[config.mk]
export PLATFORM = sky130hd
export DESIGN_NAME = cpu_bus_xfer
export DESIGN_NICKNAME = d
export VERILOG_FILES = /design/src/rtl/cpu_bus_xfer.sv
export SDC_FILE = /design/constraint.sdc
export NUM_CORES = 1
export LEC_CHECK = 0
export CAP_MARGIN = 5
export CORE_MARGIN = 8
export CORE_UTILIZATION = 45
export CTS_CLUSTER_DIAMETER = 150
export DETAILED_ROUTE_END_ITERATION = 16
export GPL_TIMING_DRIVEN = 1
export PLACE_DENSITY = 0.77
export SKIP_CTS_REPAIR_TIMING = 1
export SYNTH_ARGS = -nofsm -noshare
export SYNTH_HDL_FRONTEND = slang
export SYNTH_SLANG_ARGS = --single-unit
[constraint.sdc]
create_clock -name i_clk -period 3.2 [get_ports i_clk]
set_input_delay 0.32 -clock i_clk [delete_from_list [all_inputs] [get_ports i_clk]]
set_output_delay 0.32 -clock i_clk [all_outputs]
set_load 0.01 [all_outputs]
[src/rtl/cpu_bus_xfer.sv]
// Splits a 1/2/4-byte core load/store into little-endian narrow bus beats,
// each beat using a four-phase strobe/ready handshake with per-wait timeout.
module cpu_bus_xfer #(
  parameter int ADDR_W  = 32,
  parameter int DATA_W  = 32,
  parameter int BUS_W   = 8,
  parameter int TIMEOUT = 255
) (
  input  logic              i_clk,
  input  logic              i_rst,
  input  logic              i_req,
  input  logic              i_we,
  input  logic [1:0]        i_size,
  input  logic [ADDR_W-1:0] i_addr,
  input  logic [DATA_W-1:0] i_wdata,
  output logic              o_busy,
  output logic              o_done,
  output logic              o_err,
  output logic [DATA_W-1:0] o_rdata,
  output logic              o_bus_clk,
  output logic              o_bus_we,
  output logic [ADDR_W-1:0] o_bus_addr,
  output logic [BUS_W-1:0]  o_bus_data,
  input  logic [BUS_W-1:0]  i_bus_data,
  input  logic              i_bus_data_ready
);

  localparam int TW = (TIMEOUT < 2) ? 1 : $clog2(TIMEOUT + 1);

  typedef enum logic [1:0] {
    S_IDLE,
    S_STROBE,
    S_RELEASE
  } state_t;

  state_t            r_state;
  logic [1:0]        r_beat;
  logic [1:0]        r_last;
  logic [DATA_W-1:0] r_wdata;
  logic [TW-1:0]     r_tcnt;

  logic       w_illegal;
  logic       w_tmo;
  logic [1:0] w_last;

  assign w_illegal = (i_size == 2'd3) ||
                     ((BUS_W << i_size) > DATA_W);

  // Abort when the cycle now ending would be the TIMEOUT-th spent waiting.
  assign w_tmo = (TIMEOUT != 0) &&
                 ((32'(r_tcnt) + 32'd1) == 32'(TIMEOUT));

  always_comb begin
    w_last = 2'd0;
    unique case (i_size)
      2'd1:    w_last = 2'd1;
      2'd2:    w_last = 2'd3;
      default: w_last = 2'd0;
    endcase
  end

  always_ff @(posedge i_clk or posedge i_rst) begin
    if (i_rst) begin
      r_state    <= S_IDLE;
      r_beat     <= '0;
      r_last     <= '0;
      r_wdata    <= '0;
      r_tcnt     <= '0;
      o_busy     <= 1'b0;
      o_done     <= 1'b0;
      o_err      <= 1'b0;
      o_rdata    <= '0;
      o_bus_clk  <= 1'b0;
      o_bus_we   <= 1'b0;
      o_bus_addr <= '0;
      o_bus_data <= '0;
    end else begin
      o_done <= 1'b0;
      o_err  <= 1'b0;
      unique case (r_state)
        S_IDLE: begin
          if (i_req) begin
            o_rdata <= '0;
            if (w_illegal) begin
              o_done <= 1'b1;
              o_err  <= 1'b1;
            end else begin
              o_busy     <= 1'b1;
              o_bus_clk  <= 1'b1;
              o_bus_we   <= i_we;
              o_bus_addr <= i_addr;
              o_bus_data <= i_wdata[BUS_W-1:0];
              r_wdata    <= i_wdata >> BUS_W;
              r_beat     <= '0;
              r_last     <= w_last;
              r_tcnt     <= '0;
              r_state    <= S_STROBE;
            end
          end
        end
        S_STROBE: begin
          if (i_bus_data_ready) begin
            if (!o_bus_we)
              o_rdata[r_beat*BUS_W +: BUS_W] <= i_bus_data;
            o_bus_clk <= 1'b0;
            r_tcnt    <= '0;
            r_state   <= S_RELEASE;
          end else if (w_tmo) begin
            o_bus_clk <= 1'b0;
            o_busy    <= 1'b0;
            o_done    <= 1'b1;
            o_err     <= 1'b1;
            r_state   <= S_IDLE;
          end else begin
            r_tcnt <= r_tcnt + 1'b1;
          end
        end
        S_RELEASE: begin
          if (!i_bus_data_ready) begin
            r_tcnt <= '0;
            if (r_beat == r_last) begin
              o_busy  <= 1'b0;
              o_done  <= 1'b1;
              r_state <= S_IDLE;
            end else begin
              r_beat     <= r_beat + 1'b1;
              o_bus_addr <= o_bus_addr + 1'b1;
              o_bus_data <= r_wdata[BUS_W-1:0];
              r_wdata    <= r_wdata >> BUS_W;
              o_bus_clk  <= 1'b1;
              r_state    <= S_STROBE;
            end
          end else if (w_tmo) begin
            o_busy  <= 1'b0;
            o_done  <= 1'b1;
            o_err   <= 1'b1;
            r_state <= S_IDLE;
          end else begin
            r_tcnt <= r_tcnt + 1'b1;
          end
        end
        default: r_state <= S_IDLE;
      endcase
    end
  end

endmodule

==> out/qor.yml, run 1 <==
max_freq_mhz: 385
grt_pass1_vias: 5576
drcViolationCount: 0
die_y_um: 133
wl_mm: 17.7
drv_cap: 0
clk_latency_ps: 410
dieArea_um2: 17600
worstMarginPinSlew_ps: 1040
drtIter0Drc: 547
route.met2.wl_mm: 8.34
clkPwrFrac_pct: 27.9
nNetsFinal: 906
synth_cells: 664
ys_seq_area_share_pct: 47.0
synth_compound_area_share_pct: 18.3
clkSinkCount: 115
finalCritPeriodShare_pct: 81.1
fin_skew_ps: 6.54
cts_tree: "yes"
yosys-top-cells-count: "dfrtp_1 (115), o21ai_0 (79), nand2_1 (77)"
power_switching_mw: 2.52
grt_use_total_pct: 20.3
vias: 5668
finalSetupViolations: 0
maxSlewHeadroom_pct: 30.8
yosysTopAreaCell: "dfrtp_1"
dp.cells: 970
p_leak_nw: 3.54
clk_transition_reported_paths_ps: 60
ios: 156
cts_made_buffers: 17
clockRootBuffer: "clkbuf_16"
htree_num_levels: 4
p_per_area_nw_per_um2: 816
comb_power_share_pct: 35.8
status: "complete, no violations"
cp.required_ps: 3530
avgSynthCellArea_um2: 9.23
syn_area_um2: 6130
die_w_um: 133
rr_worst_depth: 7
dp_hpwl_mm: 12.8
synthArstFlopShare_pct: 100
drt_pass1_iterations: 7
antenna_found_initial: 0
clk_path_buf_depth: 2
ys_dominant_reg_cell: "dfrtp_1"
min_period_ps: 2590
fin_tns_setup_ps: 0
fin_cells: 1002
core.rowCount: 42
synth_top_family_by_area: "simple AND/OR/NAND/NOR gates"
placed_area_um2: 7880
p_sw_share_pct: 36.4
hold_path_class: "input pin to asynchronous set/reset pin"
crit_type: "register to register"
highest_layer: "met4"
yosys-mux-area-fraction_pct: 6.78
synth_top_area_share_pct: 47.0
wl_met1_mm: 7.61
seq_power_share_pct: 36.3
diodes: 0
gp_congestion: 0.936
hold_slack_ps: 456
wl_met3_mm: 1.39
synth_area_leaders: "dfrtp_1 (47%), o21ai_0 (6.5%), mux2i_1 (6.0%), nand3_1 (4.7%), nand2_1 (4.7%)"
fin_area_um2: 8470
crit_fanout: 16
synth-simple-area-share_pct: 19.4
synth_nets: 757
hold_viol: 0
grt_max_degree: 116
power_mw: 6.91
ys_warn_count: 0
fill_cells: 1103
area_growth_pct: 38.3
cp-start-kind: "register"
synth_xor_area_share_pct: 0.286
coreArea_um2: 13300
vias_per_cell: 5.66
rsz0062_at_grt: "no"
irDropWorstVdd_v: 0.000375
internal-power_mw: 4.39
synthAdderAreaFrac_pct: 2.86
yosysMostFrequentCell: "dfrtp_1"
crit_arrival_ps: 2920
gr-total-overflow: 0
cp-end-kind: "register"
ant_nets: 0
grt_pass1_wl_mm: 29.0
yosys_register_bits: 115
synth_edf_count: 0
ys_types: 62
numPortBuffers: 155
drive_above_1_share_pct: 7.75
start_util_pct: 46.1
slew_viol_final: 0
wl_per_cell_um: 17.7
path summary, 6_finish.rpt:
path,startpoint,to,slack (ps)
worst max-delay path,r_state[1],o_rdata[8],610
max in group asynchronous,i_rst,r_wdata[10],2330
worst min-delay path,i_rst,o_bus_addr[30],460
min in group i_clk,r_wdata[19],r_wdata[19],470
worst min register to register,r_wdata[19],r_wdata[19],470
worst max register to register,r_state[1],o_rdata[8],610
cell usage in the layout, fill, tap and decap left out, drive strengths merged, types with 7 or more instances in the layout:
master and n:
nand3 59, nand4 14, nand2 77, inv 46, dfrtp 115, nor2 25, a22oi 24, clkbuf 22
buf 11, mux2i 37, ha 14, nor3 11, a22o 8, and3 7, a21oi 22, o21ai 80
clkdlybuf4s50 155
registers in the layout (all words and copies together), names as in the netlist, 2 cells and up:
signal and flops:
o_bus_addr 32, o_rdata 32, r_wdata 24, o_bus_data 8, r_tcnt 8, r_beat 2, r_last 2, r_state 2
layout make-up:
class / count / area [um^2] / share of cell area [%]
multi-input cells: 466 / 2940 / 34.7
flip-flops and latches: 115 / 2880 / 34.0
repair buffers: 166 / 1660 / 19.6
clock buffers: 22 / 464 / 5.48
well taps: 176 / 220 / 2.60
inverters: 47 / 180 / 2.13
clock inverters: 10 / 131 / 1.55
power groups by stage:
stage          combinational, mW  sequential [mW]  clock (mW)
2_1_floorplan               1.32             2.48           0
3_3_place_gp                2.40             2.48           0
3_5_place_dp                2.48             2.51           0
4_1_cts                     2.50             2.50        1.95
5_1_grt                     2.74             2.59        2.02
6_report                    2.48             2.51        1.93
logic make-up (layout without fill, tap and decap cells):
logic type / after synthesis / in the layout
DFF: 115 / 115
and+or+nand+nor: 232 / 232
AOI/OAI and AO/OA: 177 / 177
buffers and inverters: 83 / 245
adders and majority gates: 14 / 14
xor gates and xnor gates: 2 / 2
muxes: 41 / 41
per-layer routing:
layer,vias to the layer above,GRT usage [%]
met4,0,7.76
met5,-,0
met1,2694,25.6
li1,2693,-
met3,33,6.78
met2,248,31.5
worst max-delay path: stages, from the launching register on:
cell,delay [ps]
dfrtp_1,440
inv_1,130
ha_1,390
mux2_2,230
o21ai_1,160
a21oi_1,840
nand3_1,190
o21ai_0,120
metrics by stage:
step / util [%] / setup WS [ps]
2_1_floorplan: - / 1190
3_3_place_gp: 59.2 / 629
3_5_place_dp: 59.2 / 563
4_1_cts: 63.7 / 586
5_1_grt: 63.7 / 317
6_report: 63.7 / 606
(Power assumes the default switching activity.)
==> run 2, diff against run 1 <==
==> constraint.sdc (replaced) <==
create_clock -name i_clk -period 2.1 [get_ports i_clk]
set_input_delay 0.21 -clock i_clk [delete_from_list [all_inputs] [get_ports i_clk]]
set_output_delay 0.21 -clock i_clk [all_outputs]
set_load 0.01 [all_outputs]
==> run 2 against run 1 <==
  * Flip-flop and latch count unchanged
  * Count of clock-buffer cells in the layout is 4 higher
  * Utilization rose by 4.4 points
  * Cell count is 4.8% higher
  * Critical endpoint is now o_bus_addr[20]
  * Cell area is 6.9% higher
  * Non-clock buffer count is 48 higher
  * Critical path type unchanged
  * Global-route usage is 0.98 points higher
==> out/qor.yml, run 2 (synthesis results as in run 1) <==
place_ws_ps: -137  # was 563 ps
hold_viol: 0  # unchanged
dp_hpwl_mm: 13.7  # was 12.8 mm
clockRootBuffer: "clkbuf_16"  # unchanged
gr-total-overflow: 0  # unchanged
final_cell_mix: "clkdlybuf4s50_1 (155), dfrtp_1 (114), o21ai_0 (79), nand2_1 (77), nand3_1 (58)"  # was clkdlybuf4s50_1 (155), dfrtp_1 (115), o21ai_0 (79), nand2_1 (77), nand3_1 (58)
fill_cells: 1015  # was 1103
max_freq_mhz: 505  # was 385 MHz
r2r_slack_ps: 120  # was 610 ps
worstMarginPinSlew_ps: 598  # was 1040 ps
crit_arrival_ps: 2280  # was 2920 ps
cp-start-kind: "register"  # unchanged
ios: 156  # unchanged
wl_mm: 18.6  # was 17.7 mm
clk_path_buf_depth: 2  # unchanged
area_growth_pct: 47.8  # was 38.3%
diodes: 0  # unchanged
cp-end-kind: "register"  # unchanged
grt_pass1_vias: 6020  # was 5576
placed_area_um2: 8310  # was 7880 um^2
clk_latency_ps: 410  # about the same
start_util_pct: 46.1  # unchanged
gp_congestion: 0.891  # was 0.936
core.rowCount: 42  # unchanged
grt_pass1_wl_mm: 30.6  # was 29.0 mm
fin_skew_ps: 7.81  # was 6.54 ps
die_w_um: 133  # unchanged
fin_util_pct: 68.1  # was 63.7%
numPortBuffers: 155  # unchanged
clkSinkCount: 115  # unchanged
dieArea_um2: 17600  # unchanged
vias_per_cell: 5.64  # was 5.66
antenna_found_initial: 0  # unchanged
ff_latch_area_um2: 2880  # about the same
finalCritPeriodShare_pct: 94.3  # was 81.1%
crit_fanout: 10  # was 16
power_mw: 11.3  # was 6.91 mW
cp.required_ps: 2390  # was 3530 ps
reg2reg_from: "o_bus_addr[0]"  # was r_state[1]
cts_tree: "yes"  # unchanged
nNetsFinal: 954  # was 906
multiInputGateArea_um2: 2990  # was 2940 um^2
top_regs: "o_bus_addr x32, o_rdata x32, r_wdata x24"  # unchanged
crit_type: "register to register"  # unchanged
fin_area_um2: 9050  # was 8470 um^2
wl_per_cell_um: 17.7  # about the same
vias: 5919  # was 5668
slew_viol_final: 0  # unchanged
ant_nets: 0  # unchanged
p_leak_nw: 3.85  # was 3.54 nW
grt_use_total_pct: 21.3  # was 20.3%
drtIter0Drc: 392  # was 547
mostFrequentLayoutCell: "clkdlybuf4s50_1"  # unchanged
drive_above_1_share_pct: 14.1  # was 7.75%
rsz0062_at_grt: "no"  # unchanged
cts_made_buffers: 17  # unchanged
drv_cap: 0  # unchanged
irDropWorstVdd_v: 0.000544  # was 0.000375 V
worst_slack_ps: 119  # was 606 ps
clk_transition_reported_paths_ps: 60  # about the same
htree_num_levels: 4  # unchanged
grt_max_degree: 53  # was 116
status: "complete, no violations"  # unchanged
min_period_ps: 1980  # was 2590 ps
die_y_um: 133  # unchanged
finalSetupViolations: 0  # unchanged
fin_tns_setup_ps: 0  # unchanged
drt_pass1_iterations: 5  # was 7
coreArea_um2: 13300  # unchanged
drcViolationCount: 0  # unchanged
rr_worst_depth: 7  # unchanged
r2r_end: "o_bus_addr[20]"  # was o_rdata[8]
p_per_area_nw_per_um2: 1250  # was 816 nW/um^2
maxSlewHeadroom_pct: 60.1  # was 30.8%
hold_path_class: "input pin to asynchronous set/reset pin"  # unchanged
-- run 2: cell types whose count changed in the layout (fill, tap and decap cells not counted), sizes merged --
cell	change
clkinv	-5
bufinv	+1
buf	+48
clkbuf	+4
-- run 2: worst max-delay path by stage --
| stage | depth (start not counted) | slack [ps] | endpoint | start |
|---|---|---|---|---|
| 2_1_floorplan | 8 | 90 | o_bus_addr[20] | r_state[1] |
| 3_3_place_gp | 9 | -60 | o_bus_addr[20] | i_size[0] |
| 3_5_place_dp | 5 | -140 | o_rdata[13] | i_bus_data_ready |
| 4_1_cts | 7 | -180 | o_rdata[13] | r_state[0] |
| 5_1_grt | 6 | 5 | o_bus_clk | r_tcnt[0] |
| 6_report | 7 | 120 | o_bus_addr[20] | o_bus_addr[0] |
-- run 2: final cells by class --
type | count | share of cell area [%]
multi-input cells | 466 | 33.1
flip-flops and latches | 115 | 31.8
repair buffers | 214 | 23.1
clock buffers | 26 | 6.07
well taps | 176 | 2.43
inverters | 47 | 1.99
clock inverters | 6 | 1.51
-- run 2: per-layer routing --
layer  GRT usage [%]  wire, um  share of wire (%)
met2            34.4      9140                 49
met3            5.94      1200                6.5
met4            9.53       386                2.1
met1            25.9      7840                 42
met5               0         0                  0
-- run 2: through the flow --
step | hold slack (ps) | instances
after floorplan | 343 | 664
after global placement | 449 | 1018
after detailed placement | 455 | 1018
after CTS | 239 | 1050
after global routing | 272 | 1050
final | 247 | 1050
-- run 2: worst max-delay path: stages (launching register included) --
cell,delay (ps)
dfrtp_1,350
ha_1,240
nand4_1,260
nor4_4,210
buf_4,220
a31oi_1,100
a41o_2,240
a221o_1,260
-- run 2: power breakdown --
| part | leakage, nW | internal, mW | switching (mW) | total [mW] |
|---|---|---|---|---|
| registers | 1.48 | 2.95 | 0.702 | 3.65 |
| clock network | 0.335 | 2.27 | 1.01 | 3.28 |
| logic | 2.03 | 2.15 | 2.25 | 4.40 |
==> run 3, diff against run 2 <==
--- a/config.mk
+++ b/config.mk
@@ -5,7 +5,7 @@
 export SDC_FILE = /design/constraint.sdc
 export NUM_CORES = 1
 export LEC_CHECK = 0
-export CAP_MARGIN = 5
+export CAP_MARGIN = 20
 export CORE_MARGIN = 8
 export CORE_UTILIZATION = 45
 export CTS_CLUSTER_DIAMETER = 150
==> constraint.sdc (replaced) <==
create_clock -name i_clk -period 1.8 [get_ports i_clk]
set_input_delay 0.18 -clock i_clk [delete_from_list [all_inputs] [get_ports i_clk]]
set_output_delay 0.18 -clock i_clk [all_outputs]
set_load 0.01 [all_outputs]
==> run 3 against run 2 <==
  * The run now ends with negative setup slack left
  * Hold slack got worse by 79 ps
  * Register-to-register slack got worse by 220 ps
  * Critical path depth rose by 2
  * Count of clock-buffer cells in the layout fell by 3
  * Critical endpoint is now o_bus_addr[5]
  * Largest power group unchanged
==> out/qor.yml, run 3 (synthesis results as in run 1) <==
drive_above_1_share_pct: 22.7  # was 14.1%
hold_path_class: "input pin to asynchronous set/reset pin"  # unchanged
placed_area_um2: 8560  # was 8310 um^2
drv_cap: 0  # unchanged
critPathBufInv: 3  # was 1
drcViolationCount: 0  # unchanged
dieArea_um2: 17600  # unchanged
max_freq_mhz: 527  # was 505 MHz
grt_pass1_vias: 6267  # was 6020
antenna_found_initial: 0  # unchanged
grt_max_degree: 52  # was 53
crit_path_cell_trace: "inv_2 > buf_6 > ha_4 > nor2b_4 > o221ai_2 > buf_12 > or3_1 > a21oi_1 > a221o_1"  # was ha_1 > nand4_1 > nor4_4 > buf_4 > a31oi_1 > a41o_2 > a221o_1
vias_per_cell: 5.63  # was 5.64
die_y_um: 133  # unchanged
start_util_pct: 46.1  # unchanged
fin_skew_ps: 13.2  # was 7.81 ps
fin_area_um2: 9670  # was 9050 um^2
drtIter0Drc: 484  # was 392
fill_cells: 927  # was 1015
path_delay_family: "simple AND/OR/NAND/NOR gates"  # was compound AO/OA/AOI/OAI gates
die_w_um: 133  # unchanged
vias: 6166  # was 5919
critical-path-slowest-cell: "dfrtp_2"  # was dfrtp_1
irDropWorstVdd_v: 0.000742  # was 0.000544 V
mostFrequentLayoutCell: "clkdlybuf4s50_1"  # unchanged
clockRootBuffer: "clkbuf_16"  # unchanged
top_regs: "o_bus_addr x32, o_rdata x32, r_wdata x24"  # unchanged
crit_arrival_ps: 2260  # was 2280 ps
min_period_ps: 1900  # was 1980 ps
crit_type: "register to register"  # unchanged
violations: "negative setup slack"
ios: 156  # unchanged
clkSinkCount: 115  # unchanged
finalCritPeriodShare_pct: 105  # was 94.3%
status: "finished, violations left"  # was complete, no violations
cts_made_buffers: 17  # unchanged
cp-start-kind: "register"  # unchanged
gp_congestion: 0.944  # was 0.891
hold_viol: 0  # unchanged
cpPeakStageDelay_ps: 410  # was 350 ps
cts_tree: "yes"  # unchanged
nNetsFinal: 1000  # was 954
gr-total-overflow: 0  # unchanged
power_mw: 14.0  # was 11.3 mW
wl_per_cell_um: 17.9  # was 17.7 um
numPortBuffers: 155  # unchanged
wl_mm: 19.7  # was 18.6 mm
slew_viol_final: 0  # unchanged
rsz0062_at_grt: "yes"  # was no
dp_hpwl_mm: 14.1  # was 13.7 mm
fin_tns_setup_ps: -1210  # was 0 ps
diodes: 0  # unchanged
clk_latency_ps: 420  # was 410 ps
crit_fanout: 17  # was 10
maxSlewHeadroom_pct: 63.2  # was 60.1%
coreArea_um2: 13300  # unchanged
p_per_area_nw_per_um2: 1450  # was 1250 nW/um^2
finalSetupViolations: 27  # was 0
cp.required_ps: 2160  # was 2390 ps
core.rowCount: 42  # unchanged
htree_num_levels: 4  # unchanged
grt_use_total_pct: 21.5  # was 21.3%
cp-end-kind: "register"  # unchanged
worstMarginPinSlew_ps: 550  # was 598 ps
ant_nets: 0  # unchanged
clk_path_buf_depth: 2  # unchanged
clk_transition_reported_paths_ps: 50  # was 60 ps
hold_slack_ps: 168  # was 247 ps
worst_slack_ps: -97.3  # was 119 ps
final_cell_mix: "clkdlybuf4s50_1 (155), dfrtp_1 (112), buf_4 (82), nand2_1 (76), o21ai_0 (62)"  # was clkdlybuf4s50_1 (155), dfrtp_1 (114), o21ai_0 (79), nand2_1 (77), nand3_1 (58)
area_growth_pct: 57.9  # was 47.8%
grt_pass1_wl_mm: 31.0  # was 30.6 mm
p_leak_nw: 4.12  # was 3.85 nW
drt_pass1_iterations: 5  # unchanged
run 3: cell types whose count changed in the layout (fill, tap and decap cells not counted), moves of 4 or more:
cell	previous run	this run
buf_4	51	82
clkbuf_8	9	2
a21oi_2	3	7
ha_1	13	8
buf_6	0	11
buf_8	0	4
a21oi_1	19	12
clkbuf_1	0	4
nor3_1	10	6
o21ai_1	0	15
o21ai_0	79	62
inv_1	46	42
run 3: final timing paths:
check                                 start  slack, ps  cells after the start              to
min in group i_clk              i_wdata[30]        320                      3     r_wdata[22]
worst min register to register  r_wdata[20]        470                      2     r_wdata[20]
worst max-delay path             r_state[0]       -100                      9   o_bus_addr[5]
max in group asynchronous             i_rst       1000                      3      r_state[0]
worst min-delay path                  i_rst        170                      2  o_bus_addr[24]
worst max register to register   r_state[0]       -100                      9   o_bus_addr[5]
run 3: stage by stage:
step           instances  utilization [%]  worst slack, ps
2_1_floorplan        664                -            -55.0
3_3_place_gp        1048             64.4             -273
3_5_place_dp        1048             64.4             -400
4_1_cts             1080             69.0             -297
5_1_grt             1096             72.8             -193
6_report            1096             72.8            -97.3
run 3: layer usage:
metal  GRT usage [%]  up-vias  wire length (um)
li1                -     2888                 -
met1            25.4     2974              7970
met2            35.2      267              9820
met3            6.40       37              1430
met4            10.0        0               448
met5               0        -                 0
run 3: power breakdown:
group / switching (mW) / total [mW] / internal [mW]
Combinational: 3.09 / 6.24 / 3.14
Clock: 1.17 / 3.56 / 2.38
Sequential: 0.748 / 4.19 / 3.44
run 3: cell type report:
cell class	instances	area, um^2	share of cell area [%]
timing repair buffer	260	2500	25.8
clock inverter	9	153	1.58
inverter	47	184	1.90
clock buffer	23	468	4.84
tap	176	220	2.28
sequential	115	2880	29.8
multi-input combinational	466	3270	33.8
run 3: worst reg2reg max path: cells and delay by family, from the launching register on:
kind | cells | cell delay, ps
and+or+nand+nor | 2 | 510
DFF | 1 | 410
AOI/OAI and AO/OA | 3 | 390
buffers and inverters | 3 | 380
adders and majority gates | 1 | 150
==> variant 1: new RTL, settings of run 2 <==
Re-encode `state_t` (3 states) as one-hot, 3 bits wide.
--- a/src/rtl/cpu_bus_xfer.sv
+++ b/src/rtl/cpu_bus_xfer.sv
@@ -27,10 +27,10 @@
 
   localparam int TW = (TIMEOUT < 2) ? 1 : $clog2(TIMEOUT + 1);
 
-  typedef enum logic [1:0] {
-    S_IDLE,
-    S_STROBE,
-    S_RELEASE
+  typedef enum logic [2:0] {
+    S_IDLE    = 3'b001,
+    S_STROBE  = 3'b010,
+    S_RELEASE = 3'b100
   } state_t;
 
   state_t            r_state;
Check against the original RTL: no difference found for any inputs over 4 cycles, from zero or initial values and one cycle with i_rst high; so few cycles prove little.
==> variant 1 against run 2 <==
  * Total power fell by 7.7%
  * Non-clock buffer count fell by 19
  * Sequential cell count rose by 1
  * Routed wire length fell by 2.5%
  * Setup slack got worse by 46 ps
  * Area after synthesis fell by 6.0%
  * Cell area fell by 6.8%
  * Clock power fell by 2%
  * Largest cell class is now registers
==> variant 1: results (changes against run 2) <==
* Run status: finished, final reports clean (unchanged)
* Post-DP Area at 7750 sq um (was 8310 sq um)
* Placed cells at 955 (was 1,018)
* Filler cells at 978 (was 1,015)
* Clock Latency Late Sink at 410 ps (about the same)
* Minimum clock period at 2030 ps (was 1980 ps)
* Final net count at 892 (was 954)
* Largest net degree at the start of global routing at 65 (was 53)
* CP Max Fanout at 8 (was 10)
* Sequential-to-total area share from yosys stat at 50.5% (was 47.0%)
* Layout cells sized above 1 at 10.7% (was 14.1%)
* Cell variety after synth at 61 (was 62)
* Relative slew slack at 47.5% (was 60.1%)
* Peak supply drop at 599 uV (was 544 uV)
* Vias at 5,679 (was 5,919)
* Final cell count without fillers at 988 (was 1,050)
* Vias in the first global route at 5,826 (was 6,020)
* First-pass GRT wire length at 28,800 um (was 30,600 um)
* Crit path DAT at 2360 ps (was 2280 ps)
* Post-route clock skew at 8.99 ps (was 7.81 ps)
* R2r startpoint: r_state[0] (was o_bus_addr[0])
* Leakage power total at 3.55 nW (was 3.85 nW)
* Post-Route WL at 18,100 um (was 18,600 um)
* Worst Setup SP: r_state[0] (was o_bus_addr[0])
* DP HPWL at 12,800 um (was 13,700 um)
* Syn_nets at 717 (was 757)
* Synth top area cells: dfrtp_1 50%, nand2_1 7.8%, a22o_1 3.7% (was dfrtp_1 47%, o21ai_0 6.5%, mux2i_1 6.0%)
* Post-synth top cells: 120 x nand2_1, 115 x dfrtp_1, 49 x nor2_1 (was 115 x dfrtp_1, 79 x o21ai_0, 77 x nand2_1)
* Tot GR Track Use at 21.7% (was 21.3%)
* Initial DRC count at 447 (was 392)
* Mapped Cells at 628 (was 664)
-- variant 1: critical path, cell delays in order (launching register included) --
cell and delay, ps:
dfstp_2 400, or3b_2 610, o21ai_1 670, a22o_1 280
-- variant 1: layout make-up --
| type | count | area share (%) |
|---|---|---|
| Tap cell | 172 | 2.55 |
| Inverter | 11 | 0.534 |
| Sequential cell | 116 | 34.4 |
| Clock inverter | 9 | 2.05 |
| Clock buffer | 23 | 5.79 |
| Multi-Input combinational cell | 462 | 31.6 |
| Timing Repair Buffer | 195 | 23.0 |
-- variant 1: report_power, final --
| group | switching [mW] | leakage [nW] | total, mW | internal, mW |
|---|---|---|---|---|
| Clock | 0.997 | 0.323 | 3.22 | 2.23 |
| Combinational | 1.81 | 1.80 | 3.57 | 1.76 |
| Sequential | 0.712 | 1.43 | 3.67 | 2.95 |
| Total | 3.52 | 3.55 | 10.5 | 6.94 |
-- variant 1: metal layers --
layer | vias to the layer above | GRT usage [%] | share of wire, %
met4 | 0 | 8.91 | 2.4
met1 | 2777 | 25.4 | 40
li1 | 2622 | - | -
met5 | - | 0 | 0
met2 | 242 | 37.3 | 51
met3 | 38 | 5.63 | 6.6
-- variant 1: cells by family after synthesis --
kind of cell,after synthesis,synth area share [%]
XOR/XNOR,8,1.22
AO/OA/AOI/OAI,176,19.8
AND/OR/NAND/NOR,264,22.0
flip-flops,116,50.5
multiplexers,4,0.696
buffers and inverters,50,3.70
adder cells (fa/ha/maj),10,2.17
-- variant 1: path summary, 6_finish.rpt --
| kind | cells after the start | to | slack (ps) |
|---|---|---|---|
| min in group i_clk | 3 | o_bus_we | 330 |
| hold reg to reg | 2 | r_wdata[19] | 470 |
| hold / removal | 2 | r_tcnt[0] | 100 |
| setup reg to reg | 3 | o_rdata[15] | 70 |
| setup / recovery | 3 | o_rdata[15] | 70 |
| max in group asynchronous | 3 | o_bus_addr[5] | 1400 |
-- variant 1: per-stage QoR --
stage | setup slack (ps) | util, % | setup TNS (ps) | hold slack, ps
after CTS | -194 | 66.9 | -1010 | 84.1
final | 73.3 | 67.1 | 0 | 98.2
after global routing | -10.8 | 67.1 | -10.8 | 94.3
after detailed placement | -132 | 61.7 | -1480 | 462
after global placement | -54.5 | 61.7 | -215 | 455
after floorplan | 221 | - | 0 | 315
==> variant 2: new RTL, settings of run 2 <==
Made on the original files. Change the parameter `DATA_W` from 32 to 48.
--- a/src/rtl/cpu_bus_xfer.sv
+++ b/src/rtl/cpu_bus_xfer.sv
@@ -2,7 +2,7 @@
 // each beat using a four-phase strobe/ready handshake with per-wait timeout.
 module cpu_bus_xfer #(
   parameter int ADDR_W  = 32,
-  parameter int DATA_W  = 32,
+  parameter int DATA_W  = 48,
   parameter int BUS_W   = 8,
   parameter int TIMEOUT = 255
 ) (
Ports: changed (resized i_wdata and o_rdata); port bits go from 156 to 188. No check against the original RTL was run, so the function may have changed too.
==> variant 2 against run 2 <==
  * Synthesized cell count is 11% higher
  * Sequential cell count is 32 higher
  * Routed wire length is 15% higher
  * Area after synthesis is 18% higher
  * Setup slack worse by 20 ps
  * Cell area is 15% higher
  * Total power is 16% higher
  * Count of clock-buffer cells in the layout is 7 lower
  * Maximum frequency is 0.99% lower
  * Via count is 9.5% higher
==> variant 2: results (changes against run 2) <==
* Run status: finished, final reports clean (unchanged)
* Sequential-to-total area share from yosys stat at 51.1% (was 47.0%)
* First-pass GRT wire length at 33,800 um (was 30,600 um)
* Met2 Track Usage GR at 33.1% (was 34.4%)
* Clock Latency Late Sink at 410 ps (about the same)
* Largest net degree at the start of global routing at 88 (was 53)
* I/O Buffers at 187 (was 155)
* RD Place Congestion at 0.876 (was 0.891)
* Crit path DAT at ~2300 ps
* Synth top area cells: dfrtp_1 51%, mux2i_1 7.2%, nand2_1 6.7% (was dfrtp_1 47%, o21ai_0 6.5%, mux2i_1 6.0%)
* GR Layer Usage met1 at 27.6% (was 25.9%)
* YS warnings at 0 (unchanged)
* Regs by FF count: o_rdata: 48 flops, r_wdata: 40 flops, o_bus_addr: 32 flops (was o_bus_addr: 32 flops, o_rdata: 32 flops, r_wdata: 24 flops)
* Initial DRC count at 341 (was 392)
* Post-route clock skew at 10.1 ps (was 7.81 ps)
* Initial antenna violation count at 0 (unchanged)
* DP HPWL at 15,500 um (was 13,700 um)
* Avg Vias per Cell at 5.42 (was 5.64)
* Tot GR Track Use at 20.9% (was 21.3%)
* Final net count at 1,075 (was 954)
* Met3 global-route usage at 4.76% (was 5.94%)
* Leakage power total at 4.39 nW (was 3.85 nW)
* TritonRoute pass-1 iters at 4 (was 5)
* Post-synth top cells: 147 x dfrtp_1, 128 x nand2_1, 83 x o21ai_0 (was 115 x dfrtp_1, 79 x o21ai_0, 77 x nand2_1)
* Layout cells sized above 1 at 13.0% (was 14.1%)
* Relative slew slack at 57.9% (was 60.1%)
* ANT cells at 0 (unchanged)
* Cell variety after synth at 65 (was 62)
* CP Max Fanout at 13 (was 10)
* Peak supply drop at 802 uV (was 544 uV)
* Post-Route WL at 21,400 um (was 18,600 um)
* Vias in the first global route at 6,531 (was 6,020)
* Syn_nets at 845 (was 757)
[variant 2: changes by cell type after synthesis, sizes merged, moves of 7 or more]
cell    change
nand3      -24
nand2      +52
a22oi      -19
a22o       +12
nand2b      +7
a21oi      +12
mux2i      +15
o21ai       +9
inv        -26
nor3        -7
dfrtp      +32
o22ai       +8
[variant 2: worst paths after layout]
| kind | from | to | slack [ps] | cells past startpoint |
|---|---|---|---|---|
| max | r_state[1] | o_bus_addr[13] | 100 | 9 |
| min | i_rst | r_wdata[0] | 250 | 3 |
| max reg2reg | r_state[1] | o_bus_addr[13] | 100 | 9 |
| min reg2reg | r_wdata[36] | r_wdata[36] | 470 | 2 |
| max in group asynchronous | i_rst | o_rdata[47] | 1260 | 3 |
| min in group i_clk | i_wdata[42] | r_wdata[34] | 370 | 3 |
[variant 2: stage by stage]
| stage | setup slack [ps] | instances | cell area, sq um |
|---|---|---|---|
| finish | 99.6 | 1196 | 10400 |
| floorplan | 43.0 | 737 | 7210 |
| global placement | -74.4 | 1162 | 9750 |
| detailed placement | -146 | 1162 | 9750 |
| global route | 12.6 | 1196 | 10400 |
| CTS | -103 | 1194 | 10300 |
[variant 2: area by class of cell]
type                    count  area (sq um)
clock inverters            13           149
clock buffers              19           433
repair buffers            249          2430
flip-flops and latches    147          3680
fillers                  1306          5340
multi-input cells         531          3390
well taps                 216           270
inverters                  21          82.6
[variant 2: logic make-up after synthesis]
logic type	synth area share, %
xor gates and xnor gates	0.608
and+or+nand+nor	16.9
DFF	51.1
buffers and inverters	3.30
muxes	7.85
AOI/OAI and AO/OA	18.0
adders and majority gates	2.26
[variant 2: routing by layer]
| layer | wire length [um] | share of wire, % |
|---|---|---|
| met3 | 1390 | 6.5 |
| met2 | 10100 | 47 |
| met4 | 368 | 1.7 |
| met1 | 9520 | 44 |
| met5 | 0 | 0 |
[variant 2: power by group]
group | total (mW) | internal, mW | switching (mW)
combinational | 5.55 | 2.71 | 2.84
sequential | 4.51 | 3.73 | 0.775
clock | 3.03 | 1.77 | 1.25
[variant 2: critical path, stage by stage (launching register included)]
cell and delay (ps):
dfrtp_1 410, buf_4 160, ha_4 180, nand2b_1 160, a221oi_2 50, buf_4 180, nor2_4 200, buf_6 190
a21oi_1 40, o2bb2a_1 310
